<file path="config.mk">
export PLATFORM = sky130hd
export DESIGN_NAME = caxi4interconnect_open_trans_tracker
export DESIGN_NICKNAME = d
export VERILOG_FILES = /design/src/rtl/caxi4interconnect_open_trans_tracker.sv
export SDC_FILE = /design/constraint.sdc
export NUM_CORES = 1
export LEC_CHECK = 0
export CAP_MARGIN = 20
export CELL_PAD_IN_SITES_DETAIL_PLACEMENT = 0
export CELL_PAD_IN_SITES_GLOBAL_PLACEMENT = 1
export CORE_AREA = 5 5 66 68
export CTS_CLUSTER_DIAMETER = 150
export DETAILED_ROUTE_END_ITERATION = 16
export DIE_AREA = 0 0 71 73
export MAX_ROUTING_LAYER = met4
export PLACE_DENSITY = 0.87
export SYNTH_ARGS = -nofsm -noshare
export SYNTH_HDL_FRONTEND = slang
export SYNTH_SLANG_ARGS = --single-unit
</file>
<file path="constraint.sdc">
create_clock -name sysClk -period 3.72 [get_ports sysClk]
set_input_delay 0.558 -clock sysClk [delete_from_list [all_inputs] [get_ports sysClk]]
set_output_delay 0.558 -clock sysClk [all_outputs]
set_load 0.005 [all_outputs]
</file>
<file path="src/rtl/caxi4interconnect_open_trans_tracker.sv">
// Per-master outstanding-transaction thread table with a zero-latency ID lookup.
// Optional sticky error flag output trkErr when CAXI4INTERCONNECT_TRK_ERR_EN is defined.
module caxi4interconnect_open_trans_tracker #(
  parameter int NUM_SLAVES       = 4,
  parameter int NUM_SLAVES_WIDTH = 2,
  parameter int MASTERID_WIDTH   = 4,
  parameter int NUM_THREADS      = 2,
  parameter int OPEN_TRANS_MAX   = 3,
  parameter int OPEN_TRANS_WIDTH = 2
) (
  input  logic                        sysClk,
  input  logic                        sysReset,
  input  logic [MASTERID_WIDTH-1:0]   currTransID,
  output logic                        threadAvail,
  output logic                        threadValid,
  output logic [OPEN_TRANS_WIDTH-1:0] threadCount,
  output logic [NUM_SLAVES_WIDTH-1:0] threadSlaveID,
  input  logic                        transInc,
  input  logic [MASTERID_WIDTH-1:0]   incTransID,
  input  logic [NUM_SLAVES_WIDTH-1:0] incSlaveID,
  input  logic                        transDec,
  input  logic [MASTERID_WIDTH-1:0]   decTransID,
`ifdef CAXI4INTERCONNECT_TRK_ERR_EN
  output logic                        trkErr,
`endif
  output logic                        noOpenTrans
);

  localparam int IDX_W = (NUM_THREADS > 1) ? $clog2(NUM_THREADS) : 1;
  localparam logic [OPEN_TRANS_WIDTH-1:0] CNT_MAX = OPEN_TRANS_MAX[OPEN_TRANS_WIDTH-1:0];
  localparam logic [OPEN_TRANS_WIDTH-1:0] CNT_ONE = OPEN_TRANS_WIDTH'(1);

  logic [NUM_THREADS-1:0]                       valid_q, valid_d;
  logic [NUM_THREADS-1:0][MASTERID_WIDTH-1:0]   id_q, id_d;
  logic [NUM_THREADS-1:0][NUM_SLAVES_WIDTH-1:0] slv_q, slv_d;
  logic [NUM_THREADS-1:0][OPEN_TRANS_WIDTH-1:0] cnt_q, cnt_d;
  logic                                         no_open_q;

  logic [NUM_THREADS-1:0] cur_hit, inc_hit, dec_hit;
  logic [IDX_W-1:0]       cur_idx, inc_idx, dec_idx, free_idx;
  logic                   inc_any, dec_any, free_any, same_id, err;

  genvar gi;
  generate
    for (gi = 0; gi < NUM_THREADS; gi++) begin : g_match
      assign cur_hit[gi] = valid_q[gi] && (id_q[gi] == currTransID);
      assign inc_hit[gi] = valid_q[gi] && (id_q[gi] == incTransID);
      assign dec_hit[gi] = valid_q[gi] && (id_q[gi] == decTransID);
    end
  endgenerate

  assign inc_any  = |inc_hit;
  assign dec_any  = |dec_hit;
  assign free_any = ~&valid_q;
  assign same_id  = transInc && transDec && (incTransID == decTransID);

  // Descending scan so the lowest matching / free index wins.
  always_comb begin
    cur_idx  = '0;
    inc_idx  = '0;
    dec_idx  = '0;
    free_idx = '0;
    for (int i = NUM_THREADS - 1; i >= 0; i--) begin
      if (cur_hit[i]) cur_idx  = IDX_W'(i);
      if (inc_hit[i]) inc_idx  = IDX_W'(i);
      if (dec_hit[i]) dec_idx  = IDX_W'(i);
      if (!valid_q[i]) free_idx = IDX_W'(i);
    end
  end

  assign threadAvail   = free_any;
  assign threadValid   = |cur_hit;
  assign threadCount   = (|cur_hit) ? cnt_q[cur_idx] : '0;
  assign threadSlaveID = (|cur_hit) ? slv_q[cur_idx] : '0;
  assign noOpenTrans   = no_open_q;

  always_comb begin
    valid_d = valid_q;
    id_d    = id_q;
    slv_d   = slv_q;
    cnt_d   = cnt_q;
    err     = 1'b0;
    if (same_id) begin
      // Matched inc+dec cancel; without a slot the inc allocates and the dec is orphaned.
      if (inc_any) begin
        if (slv_q[inc_idx] != incSlaveID) err = 1'b1;
      end else begin
        err = 1'b1;
        if (free_any) begin
          valid_d[free_idx] = 1'b1;
          id_d[free_idx]    = incTransID;
          slv_d[free_idx]   = incSlaveID;
          cnt_d[free_idx]   = CNT_ONE;
        end
      end
    end else begin
      if (transInc) begin
        if (inc_any) begin
          if (slv_q[inc_idx] != incSlaveID) begin
            err = 1'b1;
          end else if (cnt_q[inc_idx] == CNT_MAX) begin
            err = 1'b1;
          end else begin
            cnt_d[inc_idx] = cnt_q[inc_idx] + CNT_ONE;
          end
        end else if (free_any) begin
          valid_d[free_idx] = 1'b1;
          id_d[free_idx]    = incTransID;
          slv_d[free_idx]   = incSlaveID;
          cnt_d[free_idx]   = CNT_ONE;
        end else begin
          err = 1'b1;
        end
      end
      if (transDec) begin
        if (dec_any) begin
          if (cnt_q[dec_idx] <= CNT_ONE) begin
            cnt_d[dec_idx]   = '0;
            valid_d[dec_idx] = 1'b0;
          end else begin
            cnt_d[dec_idx] = cnt_q[dec_idx] - CNT_ONE;
          end
        end else begin
          err = 1'b1;
        end
      end
    end
  end

  always_ff @(posedge sysClk or negedge sysReset) begin
    if (!sysReset) begin
      valid_q   <= '0;
      id_q      <= '0;
      slv_q     <= '0;
      cnt_q     <= '0;
      no_open_q <= 1'b1;
    end else begin
      valid_q   <= valid_d;
      id_q      <= id_d;
      slv_q     <= slv_d;
      cnt_q     <= cnt_d;
      no_open_q <= ~|valid_d;
    end
  end

`ifdef CAXI4INTERCONNECT_TRK_ERR_EN
  logic trk_err_q;

  always_ff @(posedge sysClk or negedge sysReset) begin
    if (!sysReset) trk_err_q <= 1'b0;
    else if (err)  trk_err_q <= 1'b1;
  end

  assign trkErr = trk_err_q;
`else
  logic unused_err;
  assign unused_err = err;
`endif

  logic unused_params;
  assign unused_params = (NUM_SLAVES > 0);

endmodule

</file>
; Yosys cells after proc, flatten, opt, wreduce, memory -nomap -nowiden
; Index checks and enable logic that the tools add are counted.
[classes]
n_reduce_logical = 19
mul = 0
shift = 0
n_lt_le_gt_ge = 8
n_mux = 63
n_div = 0
addsub = 2
n_bitwise = 8
n_eq_ne = 10
[op_table]
columns = cell, count
row1 = two-way mux 4 bit, 16
row2 = two-way mux 2 bit, 23
row3 = two-way mux 8 bit, 4
row4 = equality test 4 bit, 7
row5 = bitwise mux 4 bit, 3
row6 = logical AND 1 bit, 11
row7 = two-way mux 1 bit, 10
row8 = bitwise mux 8 bit, 1
row9 = < comparator 1 x 2 -> 1 bit (second input constant), 4
row10 = OR reduction 2 bit, 4
row11 = demux 2 bit (select 1 bit), 3
row12 = bitwise AND 2 bit, 2
row13 = bitwise AND 4 bit, 1
row14 = demux 4 bit (select 1 bit), 1
row15 = inverter 2 bit, 2
row16 = inverter 4 bit, 1
row17 = OR 2 bit, 2
row18 = greater-or-equal comparator 1 bit (second input constant), 3
row19 = adder 2 x 1 -> 2 bit (second input constant), 1
row20 = demux 1 bit (select 1 bit), 2
row21 = equality test 2 bit (second input constant), 1
row22 = <= comparator 2 x 1 -> 1 bit (second input constant), 1
row23 = logical NOT 1 bit, 2
row24 = != test 2 bit, 1
row25 = other kinds (4), 4
[totals]
n_memories = 0
word_cells = 118
in_bits = 18
ff_bits = 19
ramBits = 0
latchBits = 0
rom_bits = 0

; Depth between registers and ports, before layout
[logic_depth]
ltp_word = 19
ltp_mapped = 12
mapped_depth_nobuf = 12

; Worst setup path before layout
; OpenSTA, ideal clock, no wires.
[synth_path]
path_kind = input to register
start = in incTransID[1]
end = reg cnt_q[3] (netlist bit)
required_time_ns = 3.589
setup_ns = 0.131
slack_ns = 0.772
arrival_ns = 2.817
stages = 11
path_buffers = 0
cell_sequence = xor2_1 -> nor4_4 -> nand2_1 -> and2_4 -> mux2_4 -> ha_1 -> nor3_1 -> nand4_1 -> a221o_2 -> o2111ai_1 -> nand3_1
[synth_between]
elab_chain_cells = 19
elab_cells_between_ends = 34
cone_classes = 1 x add/sub / 2 x order compare / 6 x eq/ne / 19 x mux / 1 x bitwise / 5 x reduce/logical
[synth_lines]
columns = item, line
row1 = "start, declared", 19  ; input logic [MASTERID_WIDTH-1:0] incTransID,
row2 = equality test 4 bit, 47  ; assign inc_hit[gi] = valid_q[gi] && (id_q[gi] == incTransID);
row3 = logical AND 1 bit, 47
row4 = two-way mux 1 bit (2 in a row), 65  ; if (inc_hit[i]) inc_idx = IDX_W'(i);
row5 = < comparator 1 x 2 -> 1 bit (not written as such) / greater-or-equal comparator 1 bit (equally long branches), 104  ; cnt_d[inc_idx] = cnt_q[inc_idx] + CNT_ONE;
row6 = logical AND 1 bit (not written as such), 104
row7 = two-way mux 2 bit (not written as such), 104
row8 = demux 2 bit (select 1 bit), 104
row9 = bitwise mux 4 bit, 104
row10 = (+2 left out), --
row11 = two-way mux 4 bit, 98  ; if (inc_any) begin
row12 = two-way mux 4 bit, 97  ; if (transInc) begin
row13 = two-way mux 4 bit, 83  ; if (same_id) begin
row14 = bitwise mux 4 bit / bitwise AND 4 bit (equally long branches), --
row15 = two-way mux 4 bit, 117  ; if (cnt_q[dec_idx] <= CNT_ONE) begin
row16 = two-way mux 4 bit, 116  ; if (dec_any) begin
row17 = two-way mux 4 bit, 115  ; if (transDec) begin
row18 = two-way mux 4 bit, 83
row19 = "end signal, assigned", 141  ; cnt_q <= cnt_d;
row20 = "end, declared", 36  ; logic [NUM_THREADS-1:0][OPEN_TRANS_WIDTH-1:0] cnt_q, cnt_d;
; Several ways; a longest one is shown, not always the timed one. The select of a mux whose other input is x is not followed.
; A chain may end at the register's enable or synchronous reset.

; Worst setup path after layout
[layout_path]
start = in incTransID[2]
end = reg cnt_q[3] (netlist bit)
; Same word-level chain as after synthesis.

==> metrics.yaml <==
status: "finished, final reports clean"
routed_via_density: 5.38
area_delta_synth_final_pct: 25.8
ant_nets: 0
ios: 25
yosysWarnings: 0
setup_viol: 0
postCtsHoldBufs: 0
min_path_cells: 1
multiInputGateArea_um2: 916
r2r_cells: 11
fin_crit_sh_pct: 92.6
r2r-start: "id_q[1]"
power_leakage_nw: 0.738
synth-seq-cells: 19
dominantRegCellSynth: "dfrtp_1"
syn-num-nets: 160
crit_path_cell_trace: "clkdlybuf4s50_1 > xor2_1 > nor4_4 > nand2_1 > and2_4 > mux2_4 > ha_1 > nor3_1 > nand4_1 > a221o_2 > o2111ai_1 > nand3_1"
grt_use_total_pct: 15.3
critical_path_class: "in -> reg"
critPathRequiredTime_ns: 3.85
syn_inst: 141
yosys.cell_types.count: 42
clockPowerShare_pct: 12.8
hp-start: "slv_q[0]"
switching_power_mw: 0.463
antenna_found_initial: 0
worst_slack_ns: 0.274
intPower_mw: 0.672
grt_max_degree: 20
clk_pin_slew_ns: 0.07
avgRoutedWirePerCell_um: 16.0
wl_mm: 3.53
fin_skew_ns: 0.00363
die_y_um: 73
cp_max_fo: 6
r2r_end: "cnt_q[3]"
synth_edf_count: 0
hp-class: "reg -> reg"
relSlewSlack_pct: 42.3
core-area_mm2: 0.00380
drive_gt1_share_pct: 19.3
routabilityCongestion: 0.945
p_comb_share_pct: 48.5
die_w_um: 71
portBuffers: 24
grt_pass1_vias: 1216
drtPass1Iterations: 4
nets: 191
slew_viol_final: 0
htree_levels: 1
critPathLaunchType: "input pin"
ff_latch_area_um2: 477
ys_seq_area_share_pct: 33.4
gr-total-overflow: 0
slowest_stage: "clkdlybuf4s50_1"
worst-slew-pin-transition_ns: 0.863
postCtsResizedCells: 0
nFillCells: 383
arrival_ns: 3.58
drc: 0
cts.sinks: 19
rsz0062_at_grt: "no"
dieArea_mm2: 0.00518
cts_buffer_depth: 2
fin_setup_tns_ns: 0
async_reset_ff_share_pct: 100
syn_area_mm2: 0.00143
initial_core_util_pct: 37.6
grt_pass1_wl_mm: 6.09
cts_setup_buffers: 0
vias: 1189
period_minus_slack_ns: 3.45
irDropWorstVdd_v: 0.000261
hold_viol: 0
hpwlAfterDp_mm: 2.80
rows: 23
drt_iter0_markers: 90
clock_latency_ns: 0.25
dp_slack_ns: 0.0554
numCtsBuffers: 3
max_stage_delay_ns: 0.52
hold_end: "slv_q[0]"
syn_area_per_cell_um2: 10.1
max_freq_ghz: 0.290
cts_tree: "done"
cap_violations: 0
p_seq_share_pct: 38.7
crit_path_end_kind: "register"
cts_root_buffer: "clkbuf_8"
swShare_pct: 40.8
antennaDiodeCount: 0
powerDensity_mw_per_mm2: 631
r2r_slack_ns: 0.64
==> how the worst max path moves through the flow <==
stage                  startpoint        to  slack (ns)
global placement    incTransID[1]  cnt_q[3]        0.15
detailed placement  incTransID[1]  cnt_q[2]        0.06
CTS                 incTransID[2]  cnt_q[2]        0.28
global route        incTransID[1]  cnt_q[2]        0.06
finish              incTransID[2]  cnt_q[3]        0.27
floorplan           incTransID[1]  cnt_q[3]        0.77
==> synthesized netlist by cell type (all sizes together), types with 2 or more instances <==
master,n,area (µm²)
nand2b,2,12.5
nor4,3,33.8
nor3,6,63.8
o211a,2,20.0
nand4,2,12.5
a22o,4,35.0
nand2,14,52.6
and2,2,17.5
nor2,4,15.0
o21ai,3,18.8
dfrtp,18,450
mux2,13,150
o31ai,3,22.5
nand3,7,35.0
xor2,20,175
inv,7,26.3
a21oi,2,10.0
xnor2,9,78.8
==> logic make-up after synthesis <==
| group | after synthesis | share of synthesized area (%) |
|---|---|---|
| compound gates | 24 | 14.8 |
| xor+xnor | 29 | 17.8 |
| fa+ha+maj | 1 | 0.876 |
| buf+inv | 9 | 2.54 |
| flops | 19 | 33.4 |
| mux | 13 | 10.5 |
| simple gates | 46 | 20.1 |
==> per-stage QoR <==
| stage | util, % | std cells | area [µm²] | total power, mW | hold slack, ns |
|---|---|---|---|---|---|
| 2_1_floorplan | - | 141 | 1430 | 0.802 | 0.262 |
| 4_1_cts | 47.3 | 221 | 1800 | 1.14 | 0.560 |
| 3_5_place_dp | 46.1 | 217 | 1750 | 0.992 | 0.544 |
| 3_3_place_gp | 46.1 | 217 | 1750 | 0.976 | 0.535 |
| 5_1_grt | 47.3 | 221 | 1800 | 1.23 | 0.586 |
| 6_report | 47.3 | 221 | 1800 | 1.13 | 0.558 |
==> critical path: cells and delay by family <==
kind            cells  cell delay, ns
compound gates      2            0.56
xor+xnor            1            0.23
fa+ha+maj           1            0.21
buf+inv             1            0.52
mux                 1            0.29
simple gates        6            1.20
==> placed cells by master, fill, tap and decap left out, types with 2 or more instances in the layout <==
cell | Yosys | routed
nor4_1 | 2 | 2
nand3_1 | 7 | 7
clkbuf_8 | 0 | 3
inv_1 | 7 | 7
o211a_1 | 2 | 2
and2_4 | 2 | 2
dfrtp_1 | 18 | 18
a22o_1 | 4 | 4
clkdlybuf4s50_1 | 0 | 24
nor3_1 | 3 | 3
xnor2_1 | 9 | 9
o31ai_1 | 3 | 3
nand2_1 | 14 | 14
a21oi_1 | 2 | 2
buf_4 | 0 | 4
nand4_1 | 2 | 2
nor2_1 | 4 | 4
nor3_4 | 3 | 3
o21ai_0 | 2 | 2
xor2_1 | 20 | 20
nand2b_1 | 2 | 2
mux2_2 | 12 | 12
==> layer usage <==
layer  wire length, µm  track usage [%]
met1              1550             20.3
met2              1750             24.5
met3               177             1.79
met4                51             4.59
met5                 0                -
==> power groups by stage <==
stage	Sequential (mW)	Clock, mW	Combinational, mW
6_report	0.439	0.145	0.551
5_1_grt	0.457	0.166	0.603
4_1_cts	0.437	0.150	0.555
3_5_place_dp	0.442	0	0.550
3_3_place_gp	0.438	0	0.538
2_1_floorplan	0.393	0	0.409
==> sequential cells by signal, summed over array words and instances, names as in the netlist <==
| signal | cells |
|---|---|
| cnt_q | 4 |
| slv_q | 4 |
| noOpenTrans | 1 |
| id_q | 8 |
| valid_q | 2 |
==> final cells by class <==
type | instances | area share [%]
Clock buffer | 3 | 2.30
Clock inverter | 1 | 0.278
Inverter | 7 | 1.46
Multi-Input combinational cell | 113 | 50.9
Sequential cell | 19 | 26.5
Tap cell | 50 | 3.48
Timing Repair Buffer | 28 | 15.0
(Power assumes the default switching activity.)
==> variant 1: new RTL, config.mk and constraints unchanged <==
`id_q` no longer has a reset.
--- a/src/rtl/caxi4interconnect_open_trans_tracker.sv
+++ b/src/rtl/caxi4interconnect_open_trans_tracker.sv
@@ -131,5 +131,4 @@
     if (!sysReset) begin
       valid_q   <= '0;
-      id_q      <= '0;
       slv_q     <= '0;
       cnt_q     <= '0;
@@ -137,9 +136,12 @@
     end else begin
       valid_q   <= valid_d;
-      id_q      <= id_d;
       slv_q     <= slv_d;
       cnt_q     <= cnt_d;
       no_open_q <= ~|valid_d;
     end
+  end
+
+  always_ff @(posedge sysClk) begin
+    id_q <= id_d;
   end
 
Function: no difference found for any inputs over 4 cycles, from zero or initial values and one cycle with sysReset low; that may be too few to reach the edited logic, so the function may still have changed.
==> variant 1 against the unedited design <==
- utilization barely moved
- area after synthesis rose by 0.44%
- sequential share of layout area rose by 2.2 points
- cell area barely moved
- setup slack improved by 120 ps
- wire length rose by 5.0%
- sequential cell count did not move
- fmax rose by 3.7%
- first-iteration DRC count fell by 28%
- global-route usage fell by 0.069 points
- highest routed layer unchanged
Power is not compared: it rests on default switching activity, and its combinational part moved more than twofold at a synthesized area within 25%.
==> variant 1: results (changes against the unedited design) <==
* Hpwl dp at 3.021 mm (+7.7%)
* First-pass DRT Iterations at 4 (unchanged)
* Clock Latency Late Sink at 250 ps (about the same)
* Largest Register: id_q
* Share of cells above drive strength 1 at 13.14% (-6.2 points)
* Outcome: finished, final reports clean
* Initial antenna violation count at 0 (unchanged)
* Final nets at 195 (+2.1%)
* Seq/Total Area, Yosys at 36.01% (+2.6 points)
* Antenna cell count at 0 (unchanged)
* VDD IR max at 197.6 uV
* CTS clk-pin slew, worst paths at 70 ps (about the same)
* Vias in the first global route at 1262 (+3.8%)
* Syn Nets at 164 (+2.5%)
* Asr flop ratio synth at 57.89% (-42 points)
* Drt wl/cell at 16.47 um (+3.1%)
* First-pass GRT wire length at 6.154 mm (+1.1%)
* Routed vias at 1217 (+2.4%)
* Crit path max fanout at 8 (+2)
* Synth area leaders: dfrtp_1 (17%), edfxtp_1 (17%), xnor2_1 (14%)
* Violation count after the first detailed-route iteration at 65 (-28%)
* Cts-stage hold buffer count at 0 (unchanged)
* Synth Warn # at 0 (unchanged)
* Largest net degree at the start of global routing at 12 (-40%)
* Worst EP arrival at 3500 ps (-80 ps)
* H-tree depth at 1 (unchanged)
* Leakage power total at 0.6739 nW
* RD Place Congestion at 0.8610 (-8.9%)
* Slew @ Worst Pin at 549.0 ps (-314.1 ps)
* Synth top cells by count: xnor2_1 (23), nand2_1 (11), dfrtp_1 (10), xor2_1 (9), edfxtp_1 (8)
* Worst Skew at 5.112 ps (+1.487 ps)
* Max clock buf depth at 2 (unchanged)
* # port buffers at 24 (unchanged)
* Total GRT Usage at 15.19% (-0.069 points)
* Resized Gates After CTS at 0 (unchanged)
* Biggest regs: id_q x8, cnt_q x4, slv_q x4
* Post-synth top flop: dfrtp_1
* Post-synth EDFFs at 8 (+8)
* Synth unique cells at 45 (+7.1%)
* CTS buffer count at 3 (unchanged)
* Final hold vios at 0 (unchanged)
[variant 1: changes by cell type after synthesis, moves of 3 or more]
cell / change
nor3_1: +3
xnor2_1: +14
xor2_1: -11
mux2_2: -7
dfrtp_1: -8
nor3_4: -3
nand2_1: -3
o31ai_1: -3
or3_1: +3
edfxtp_1: +8
nor2_1: +3
[variant 1: power breakdown]
part | leakage [nW] | internal, mW | switching, mW
clock | 0.0228 | 0.0759 | 0.0650
sequential | 0.195 | 0.247 | 0.0349
combinational | 0.457 | 0.102 | 0.0945
total | 0.674 | 0.425 | 0.194
[variant 1: path summary, 6_finish.rpt]
check	start	endpoint	slack, ps	cells after the start
max reg2reg	id_q[3]$_DFFE_PP_	cnt_q[3]$_DFFE_PN0P_	760	9
min reg2reg	slv_q[3]$_DFFE_PN0P_	slv_q[3]$_DFFE_PN0P_	560	1
min in group asynchronous	sysReset	cnt_q[3]$_DFFE_PN0P_	660	1
max	incTransID[0]	cnt_q[3]$_DFFE_PN0P_	400	10
min	slv_q[3]$_DFFE_PN0P_	slv_q[3]$_DFFE_PN0P_	560	1
max in group asynchronous	sysReset	noOpenTrans$_DFF_PN1_	2690	1
[variant 1: kinds of logic after synthesis]
family / count (synthesis) / share of synthesized area (%)
buf+inv: 9 / 2.964
simple gates: 51 / 20.14
compound gates: 28 / 16.56
fa+ha+maj: 1 / 0.8717
xor+xnor: 32 / 19.53
mux: 5 / 3.923
flops: 19 / 36.01
[variant 1: area by class of cell]
class | instances | area (um2)
flip-flops and latches | 19 | 516.7
fillers | 402 | 2002
inverters | 7 | 26.28
well taps | 50 | 62.56
multi-input cells | 117 | 875.8
clock buffers | 4 | 45.04
repair buffers | 28 | 270.3
[variant 1: routing by layer]
layer / track usage [%] / vias to the layer above / share of wire [%]
li1: - / 606 / -
met1: 20.05 / 580 / 49
met2: 24.61 / 29 / 47
met3: 2.204 / 2 / 3.6
met4: 3.758 / 0 / 0.59
met5: - / - / 0
[variant 1: critical path: stages]
cell,delay [ps]
clkdlybuf4s50_1,520
xnor2_1,320
nand4_2,230
o211ai_4,300
mux2_2,370
ha_1,250
nor3_1,210
nand2_1,110
or4b_1,530
o211ai_1,100
[variant 1: per-stage QoR]
stage               setup WS, ps  utilization, %  power [mW]  std cells
finish                     397.4           47.30      0.6191        225
global route               118.5           47.30      0.6576        225
CTS                        414.4           47.30      0.6228        225
detailed placement         163.4           46.11      0.4804        221
global placement           245.6           46.11      0.4782        221
floorplan                  964.6               -      0.4069        145
==> variant 2: new RTL, same settings <==
Made on the original files. Add a define of `CAXI4INTERCONNECT_TRK_ERR_EN`.
--- a/src/rtl/caxi4interconnect_open_trans_tracker.sv
+++ b/src/rtl/caxi4interconnect_open_trans_tracker.sv
@@ -1,4 +1,6 @@
 // Per-master outstanding-transaction thread table with a zero-latency ID lookup.
 // Optional sticky error flag output trkErr when CAXI4INTERCONNECT_TRK_ERR_EN is defined.
+`define CAXI4INTERCONNECT_TRK_ERR_EN
+
 module caxi4interconnect_open_trans_tracker #(
   parameter int NUM_SLAVES       = 4,
Function (old outputs only; new: trkErr): kept (equiv_simple and equiv_induct, registers matched by name and starting in step).
==> variant 2 against the unedited design <==
- setup slack improved by 27 ps
- cell area is 3.7% higher
- first-iteration DRC count up 1.1%
- via count rose by 13%
- wire length up 9.5%
- clock power up 17%
- total power increased by 3.2%
- largest power group unchanged
- critical path type unchanged
- utilization increased by 1.7 points
- sequential cell count up 1
- register-to-register slack better by 90 ps
- area after synthesis is 6.5% higher
==> variant 2: results (changes against the unedited design) <==
* Slowest stage delay, CP at 520 ps (about the same)
* Gate Count Post-Synth at 165 (+17%)
* Final nets at 211 (+10%)
* Reg-to-Reg Start: id_q[7]$_DFFE_PN0P_
* Hold Path Cell Cnt at 1 (unchanged)
* Synth Warn # at 0 (unchanged)
* Largest net degree at the start of global routing at 21 (+5.0%)
* RD Place Congestion at 0.8348 (-12%)
* Vias in the first global route at 1410 (+16%)
* Antenna Nets Post-Route at 0 (unchanged)
* DP Worst Slack at 64.67 ps (+9.308 ps)
* Routed vias at 1343 (+13%)
* Outcome: finished, final reports clean
* # port buffers at 25 (+4.2%)
* Synth area leaders: dfrtp_1 (31%), xnor2_1 (8.6%), mux2_2 (8.1%)
* Share of cells above drive strength 1 at 12.57% (-6.7 points)
* Total GRT Usage at 17.25% (+2.0 points)
* VDD IR max at 397.7 uV (+53%)
* Critical R2R Capture: cnt_q[1]$_DFFE_PN0P_
* Fill cell count at 398 (+3.9%)
* WHS at 562.4 ps (+4.009 ps)
* Seq/Total Area, Yosys at 32.98% (-0.39 points)
* Worst EP arrival at 3570 ps (about the same)
* CTS clk-pin slew, worst paths at ~80 ps
* Post-layout min period at 3420 ps (-26.74 ps)
* H-tree depth at 1 (unchanged)
* Resized Gates After CTS at 0 (unchanged)
* Biggest regs: id_q x8, cnt_q x4, slv_q x4
* Clock Latency Late Sink at approximately 260 ps
* CTS Root Cell: clkbuf_8
* Placed cell areas at 0.001809 mm2 (+3.3%)
* Post-Route WL at 3.865 mm (+9.5%)
* Drt wl/cell at 16.04 um (+0.38%)
* CTS buffer count at 3 (unchanged)
* Dpl cells at 237 (+9.2%)
* Crit path max-delay family: simple AND/OR/NAND/NOR gates
* Mapped Area at 0.001521 mm2 (+6.5%)
* Hold EP: slv_q[3]$_DFFE_PN0P_
* Synth top cells by count: dfrtp_1 (19), nand2_1 (16), xnor2_1 (15), xor2_1 (14)
* Leakage power total at 0.7441 nW (+0.88%)
* Syn Nets at 184 (+15%)
* Crit path max fanout at 5 (-1)
* HP Start: slv_q[3]$_DFFE_PN0P_
* Synth unique cells at 46 (+9.5%)
* Worst R2R Setup Slack at 730 ps (+90 ps)
* Internal power at 693.1 uW (+3.2%)
* Violation count after the first detailed-route iteration at 91 (+1.1%)
* Hpwl dp at 2.996 mm (+6.8%)
* Worst Skew at 2.101 ps (-1.524 ps)
* Slew @ Worst Pin at 898.3 ps (+35.25 ps)
* First-pass DRT Iterations at 4 (unchanged)
* First-pass GRT wire length at 6.886 mm (+13%)
* Max clock buf depth at 2 (unchanged)
* Setup bufs post-CTS at 0 (unchanged)
* Worst Setup SP: incTransID[3]
[variant 2: cell types whose count changed after synthesis, moves of 4 or more]
| cell | unedited run | this run |
|---|---|---|
| xor2_1 | 20 | 14 |
| xnor2_1 | 9 | 15 |
| nor3_1 | 3 | 7 |
| o21ai_0 | 2 | 11 |
[variant 2: power by group through the flow]
stage / Clock, mW / Sequential (mW) / Combinational (mW)
finish: 0.169 / 0.430 / 0.571
global route: 0.182 / 0.448 / 0.638
global placement: 0 / 0.429 / 0.557
detailed placement: 0 / 0.433 / 0.570
floorplan: 0 / 0.398 / 0.427
CTS: 0.174 / 0.429 / 0.575
[variant 2: worst max-delay path by stage]
stage                                       to  slack [ps]  cells past startpoint
after floorplan           cnt_q[1]$_DFFE_PN0P_         910                     12
after global placement    cnt_q[1]$_DFFE_PN0P_         180                     12
after detailed placement  cnt_q[1]$_DFFE_PN0P_          60                     12
after CTS                 cnt_q[1]$_DFFE_PN0P_         340                     12
after global routing      cnt_q[1]$_DFFE_PN0P_          20                     12
final                     cnt_q[1]$_DFFE_PN0P_         300                     12
[variant 2: layout make-up]
| class | instances | area (um2) | area share, % |
|---|---|---|---|
| Multi-Input combinational cell | 133 | 957.2 | 51.34 |
| Sequential cell | 20 | 501.7 | 26.91 |
| Timing Repair Buffer | 26 | 257.7 | 13.83 |
| Tap cell | 50 | 62.56 | 3.356 |
| Clock buffer | 4 | 55.05 | 2.953 |
| Inverter | 8 | 30.03 | 1.611 |
[variant 2: logic make-up (layout without fill, tap and decap cells)]
group / after synthesis / count (layout) / synth area share [%]
AO/OA/AOI/OAI: 34 / 34 / 15.96
XOR/XNOR: 29 / 29 / 16.69
adder cells (fa/ha/maj): 1 / 1 / 0.8222
buffers and inverters: 12 / 38 / 4.112
flip-flops: 20 / 20 / 32.98
multiplexers: 11 / 11 / 8.142
AND/OR/NAND/NOR: 58 / 58 / 21.30
[variant 2: metal layers]
layer  GRT usage [%]  vias up  share of wire, %
met5               -        -                 0
met4           7.307        0               2.0
met3           1.653        6               4.3
met2           29.35       39                53
met1           20.93      651                41
li1                -      647                 -
